==> src/rtl/retire_stage.sv <==
// Commit/retire stage: frees superseded PRNs, maintains the retired arn->prn map, trains the predictor.
// Optional statistics counters are built when RETIRE_STATS_EN is defined.
`ifndef N
`define N 3
`endif
`ifndef PRN_WIDTH
`define PRN_WIDTH 6
`endif

module retire_stage #(
    parameter int N         = `N,
    parameter int ARCH_REGS = 32
) (
    input  logic                                 clock,
    input  logic                                 reset,
    input  logic [N-1:0]                         ct_valid,
    input  logic [N-1:0][`PRN_WIDTH-1:0]         ct_dest_prn,
    input  logic [N-1:0][4:0]                    ct_dest_arn,
    input  logic [N-1:0]                         ct_success,
    input  logic [N-1:0]                         ct_halt,
    input  logic [N-1:0]                         ct_cond_branch,
    input  logic [N-1:0]                         ct_uncond_branch,
    input  logic [N-1:0][31:0]                   ct_pc,
    input  logic [N-1:0][31:0]                   ct_resolve_target,
    input  logic [N-1:0]                         ct_resolve_taken,
    output logic [N-1:0]                         free_valid,
    output logic [N-1:0][`PRN_WIDTH-1:0]         free_prn,
    output logic [ARCH_REGS-1:0][`PRN_WIDTH-1:0] arch_map,
    output logic [N-1:0]                         bp_valid,
    output logic [N-1:0][31:0]                   bp_pc,
    output logic [N-1:0][31:0]                   bp_target,
    output logic [N-1:0]                         bp_taken,
`ifdef RETIRE_STATS_EN
    output logic [63:0]                          retire_cnt,
    output logic [31:0]                          mispredict_cnt,
`endif
    output logic                                 halted
);

    localparam int PW = `PRN_WIDTH;

    typedef enum logic {RUN, HALTED} state_t;

    state_t state, state_n;

    logic [N-1:0]                 retire_p0;
    logic [N-1:0]                 free_p0;
    logic [N-1:0]                 bp_p0;
    logic [N-1:0][PW-1:0]         old_prn_p0;
    logic [ARCH_REGS-1:0][PW-1:0] map_n_p0;
    logic                         blocked;

    // Old PRN of lane i: youngest older retiring lane writing the same arn wins over the registered map.
    function automatic logic [PW-1:0] find_old_prn(
        input int                           lane,
        input logic [N-1:0]                 ret,
        input logic [N-1:0][4:0]            arn,
        input logic [N-1:0][PW-1:0]         prn,
        input logic [ARCH_REGS-1:0][PW-1:0] map
    );
        logic [PW-1:0] old;
        old = map[arn[lane]];
        for (int j = 0; j < N; j++) begin
            if (j < lane && ret[j] && arn[j] == arn[lane])
                old = prn[j];
        end
        return old;
    endfunction

    function automatic int unsigned count_lanes(input logic [N-1:0] v);
        int unsigned c;
        c = 0;
        for (int i = 0; i < N; i++)
            c = c + int'(v[i]);
        return c;
    endfunction

    // Stage p0: in-order retire mask, frees, map merge and next state.
    always_comb begin
        retire_p0  = '0;
        free_p0    = '0;
        bp_p0      = '0;
        old_prn_p0 = '0;
        state_n    = state;
        blocked    = (state != RUN);
        for (int i = 0; i < N; i++) begin
            if (!blocked && ct_valid[i]) begin
                retire_p0[i] = 1'b1;
                bp_p0[i]     = ct_cond_branch[i] | ct_uncond_branch[i];
                if (ct_halt[i])
                    state_n = HALTED;
                if (ct_halt[i] || !ct_success[i])
                    blocked = 1'b1;
            end else begin
                blocked = 1'b1;
            end
        end
        for (int i = 0; i < N; i++) begin
            if (retire_p0[i] && ct_dest_arn[i] != 5'd0) begin
                free_p0[i]    = 1'b1;
                old_prn_p0[i] = find_old_prn(i, retire_p0, ct_dest_arn, ct_dest_prn, arch_map);
            end
        end
    end

    always_comb begin
        map_n_p0 = arch_map;
        for (int i = 0; i < N; i++) begin
            if (free_p0[i])
                map_n_p0[ct_dest_arn[i]] = ct_dest_prn[i];
        end
    end

    always_ff @(posedge clock) begin
        if (reset)
            state <= RUN;
        else
            state <= state_n;
    end

    // Stage p1: registered retire results.
    always_ff @(posedge clock) begin
        if (reset) begin
            free_valid <= '0;
            free_prn   <= '0;
            bp_valid   <= '0;
            bp_pc      <= '0;
            bp_target  <= '0;
            bp_taken   <= '0;
            for (int k = 0; k < ARCH_REGS; k++)
                arch_map[k] <= PW'(k);
        end else begin
            free_valid <= free_p0;
            free_prn   <= old_prn_p0;
            bp_valid   <= bp_p0;
            arch_map   <= map_n_p0;
            for (int i = 0; i < N; i++) begin
                bp_pc[i]     <= bp_p0[i] ? ct_pc[i] : 32'd0;
                bp_target[i] <= bp_p0[i] ? ct_resolve_target[i] : 32'd0;
                bp_taken[i]  <= bp_p0[i] & ct_resolve_taken[i];
            end
        end
    end

`ifdef RETIRE_STATS_EN
    always_ff @(posedge clock) begin
        if (reset) begin
            retire_cnt     <= '0;
            mispredict_cnt <= '0;
        end else begin
            retire_cnt     <= retire_cnt + 64'(count_lanes(retire_p0));
            mispredict_cnt <= mispredict_cnt + 32'(count_lanes(retire_p0 & ~ct_success));
        end
    end
`endif

    assign halted = (state == HALTED);

endmodule

==> config.mk <==
export PLATFORM = sky130hd
export DESIGN_NAME = retire_stage
export DESIGN_NICKNAME = d
export VERILOG_FILES = /design/src/rtl/retire_stage.sv
export SDC_FILE = /design/constraint.sdc
export NUM_CORES = 1
export LEC_CHECK = 0
export ABC_AREA = 1
export BUFFER_PORTS_ARGS = -buffer_cell sky130_fd_sc_hd__buf_2
export CAP_MARGIN = 20
export CORE_AREA = 2 2 257 259
export DETAILED_ROUTE_END_ITERATION = 12
export DIE_AREA = 0 0 259 261
export GPL_TIMING_DRIVEN = 0
export HOLD_SLACK_MARGIN = 0.05
export SYNTH_ARGS = -nofsm -noshare
export SYNTH_HDL_FRONTEND = slang
export SYNTH_SLANG_ARGS = --single-unit
==> constraint.sdc <==
create_clock -name clock -period 2.14 [get_ports clock]
set_input_delay 0.428 -clock clock [delete_from_list [all_inputs] [get_ports clock]]
set_output_delay 0.428 -clock clock [all_outputs]
set_load 0.03 [all_outputs]
==> reports/results.ini <==
[synth]
synth_warnings = 0
seq_area_frac_synth_pct = 36.7
synthMuxAreaShare_pct = 0
synth_cells = 3547
syn_area_um2 = 22500
yosys.cell_types.count = 34
synth_top_family_by_area = simple AND/OR/NAND/NOR gates
ys_seq_elements = 412
synth_adder_area_share_pct = 0
synthSimpleGateAreaFrac_pct = 30.3
synth_xor_area_share_pct = 0.234
avgSynthCellArea_um2 = 6.33
synth_fp_nets = 3792
synth_compound_area_share_pct = 21.6

[global_route]
grt_pass1_vias = 27800
grt.overflow.total = 0
grt_use_total_pct = 52.3
grt_pass1_wl_um = 239000
antenna_found_initial = 21
grt_max_degree = 15

[clock_network]
clk_latency_ps = 640
cts.sinks = 412
clkTransAtPathRegs_ps = 60
cts_buffers = 50
cts_tree = yes
cts_max_level = 2
clockBufferDepth = 3
root_buffer = clkbuf_16

[finish]
seqCellArea_um2 = 8250
fillers = 6714
final_cell_mix = nand2_1 (1141), buf_2 (688), dfxtp_1 (411)
multi_input_area_um2 = 12100
layout_commonest_cell = nand2_1
drive_gt1_share_pct = 23.7
final_core_util_pct = 48.4
finalNetCount = 4691
design_area_um2 = 31500
stdcell_count = 5357
area_growth_pct = 40.3

[outcome]
outcome = finished with violations
violations = negative setup slack

[sta]
final.period_utilization_pct = 111
layout_setup_ws_ps = -232
max_freq_mhz = 422
max_slew.worst_pin.slew_ps = 1340
finalCriticalPeriod_ps = 2370
drv_slew = 0
fin_tns_setup_ps = -3030
finClkSkew_ps = 25.1
rsz0062_at_grt = true
setup_violations = 54
relSlewSlack_pct = 9.70
hold_violations = 0

[setup_path]
r2r_slack_ps = -90
path_max_fanout = 10
crit_path_end_kind = flip-flop
cp.arrival_ps = 2840
r2r_end = free_prn[4]$_SDFF_PP0_
crit-reg2reg-launch = arch_map[106]$_SDFF_PP1_
startpoint = ct_dest_prn[7]
crit_path_end = arch_map[115]$_SDFF_PP1_
reg2reg_depth = 6
cp-start-kind = input pin
crit_type = in -> reg
cp.required_ps = 2610

[floorplanning]
die_x_um = 259
core_um2 = 65000
die_area_um2 = 67600
pin_count = 657
start_util_pct = 34.5
die_h_um = 261
rows = 94

[detailed_routing]
drc_errors = 0
viasPerCell = 5.93
wl_per_cell_um = 34.7
ant_nets = 0
vias = 31700
wirelength_um = 186000
drt-pass1-iter-count = 7
drt-initial-drc-count = 4892

[placement]
place_area_um2 = 27400
dp.cells = 5088
port_buffers = 635
hpwl_um = 144000
gp_congestion = 1.15

[job]
drv_cap = 0

[power]
total_power_w = 0.0206
power-per-cell-area_nw_per_um2 = 654
leakage_nw = 15.8
irDropWorstVdd_mv = 0.713

[min_path]
hold_class = in -> reg

[report_power, final]
group	internal, W	total, W	switching (W)
registers	0.00777	0.00787	0.0000988
clock network	0.00522	0.00901	0.00379
logic	0.000956	0.00372	0.00276
total	0.0139	0.0206	0.00665
[final cells by class]
class	count	area share, %
antenna	8	0.0635
buffer	224	3.57
clock buffer	75	4.62
clock inverter	16	0.794
inverter	416	5.05
multi-input combinational	2494	38.3
sequential	412	26.2
tap	864	3.43
timing repair buffer	848	18.0
[sequential cells by signal (all words and copies together), names as in the netlist]
signal,cells
halted,1
bp_target,96
bp_valid,3
free_valid,3
bp_taken,3
arch_map,192
bp_pc,96
free_prn,18
[cell usage after synthesis (all sizes together)]
master,n,area (um2)
a21oi,159,796
nand3,133,681
nand3b,2,15.0
inv,411,1540
dfxtp,412,8250
o21ai,321,1610
nor2,348,1430
buf,74,370
clkinv,5,18.8
o211a,5,50.1
nor3,25,255
a22oi,66,495
nand2,1158,4360
clkbuf,151,568
xor2,6,52.6
a22o,1,8.76
and3,1,6.26
nand4,8,50.1
a221oi,1,8.76
o211ai,201,1510
o22ai,59,369
[per-layer routing]
metal,track usage (%),vias up,part of all wire (%)
li1,-,13300,-
met5,1.39,-,0.15
met1,64.2,14800,37
met4,39.7,24,9.5
met3,23.3,773,15
met2,71.1,2869,38
[worst min path at each step]
| stage | start | slack, ps | end | depth (start not counted) |
|---|---|---|---|---|
| global route | ct_halt[2] | 80 | halted$_SDFF_PP0_ | 3 |
| floorplan | reset | 520 | bp_valid[2]$_SDFF_PP0_ | 1 |
| CTS | ct_resolve_target[5] | 50 | bp_target[5]$_SDFF_PP0_ | 3 |
| detailed placement | arch_map[3]$_SDFF_PP0_ | 490 | arch_map[3]$_SDFF_PP0_ | 2 |
| finish | ct_halt[2] | 60 | halted$_SDFF_PP0_ | 3 |
| global placement | arch_map[5]$_SDFF_PP0_ | 480 | arch_map[5]$_SDFF_PP0_ | 2 |
[stage by stage]
step	setup slack [ps]	hold slack (ps)
2_1_floorplan	265	520
3_5_place_dp	-1490	487
4_1_cts	4.25	50.3
3_3_place_gp	-1580	483
5_1_grt	-87.9	79.7
6_report	-232	63.6
[logic make-up (layout without fill, tap and decap cells)]
kind of cell / after synthesis / after routing
compound gates: 813 / 813
simple gates: 1675 / 1675
xor+xnor: 6 / 6
flops: 412 / 412
other cells: 0 / 8
buf+inv: 641 / 1579
[worst max-delay path, cell delays in order]
cell and delay, ps:
clkbuf_2 370, inv_1 670, clkbuf_1 950, o211ai_1 200, o21ai_0 120, nand2_1 90
[repair_timing]
| item | 4_1_cts | 5_1_grt |
|---|---|---|
| hold buffers | 134 | 0 |
| endpoints found under the setup margin | 319 | 271 |
| buffers inserted | 19 | 9 |
| hold endpoints to repair | 134 | 0 |
| pin swaps | 9 | 8 |
| gates resized for setup | 132 | 128 |
| cloned | 0 | 1 |
(Power assumes the default switching activity.)
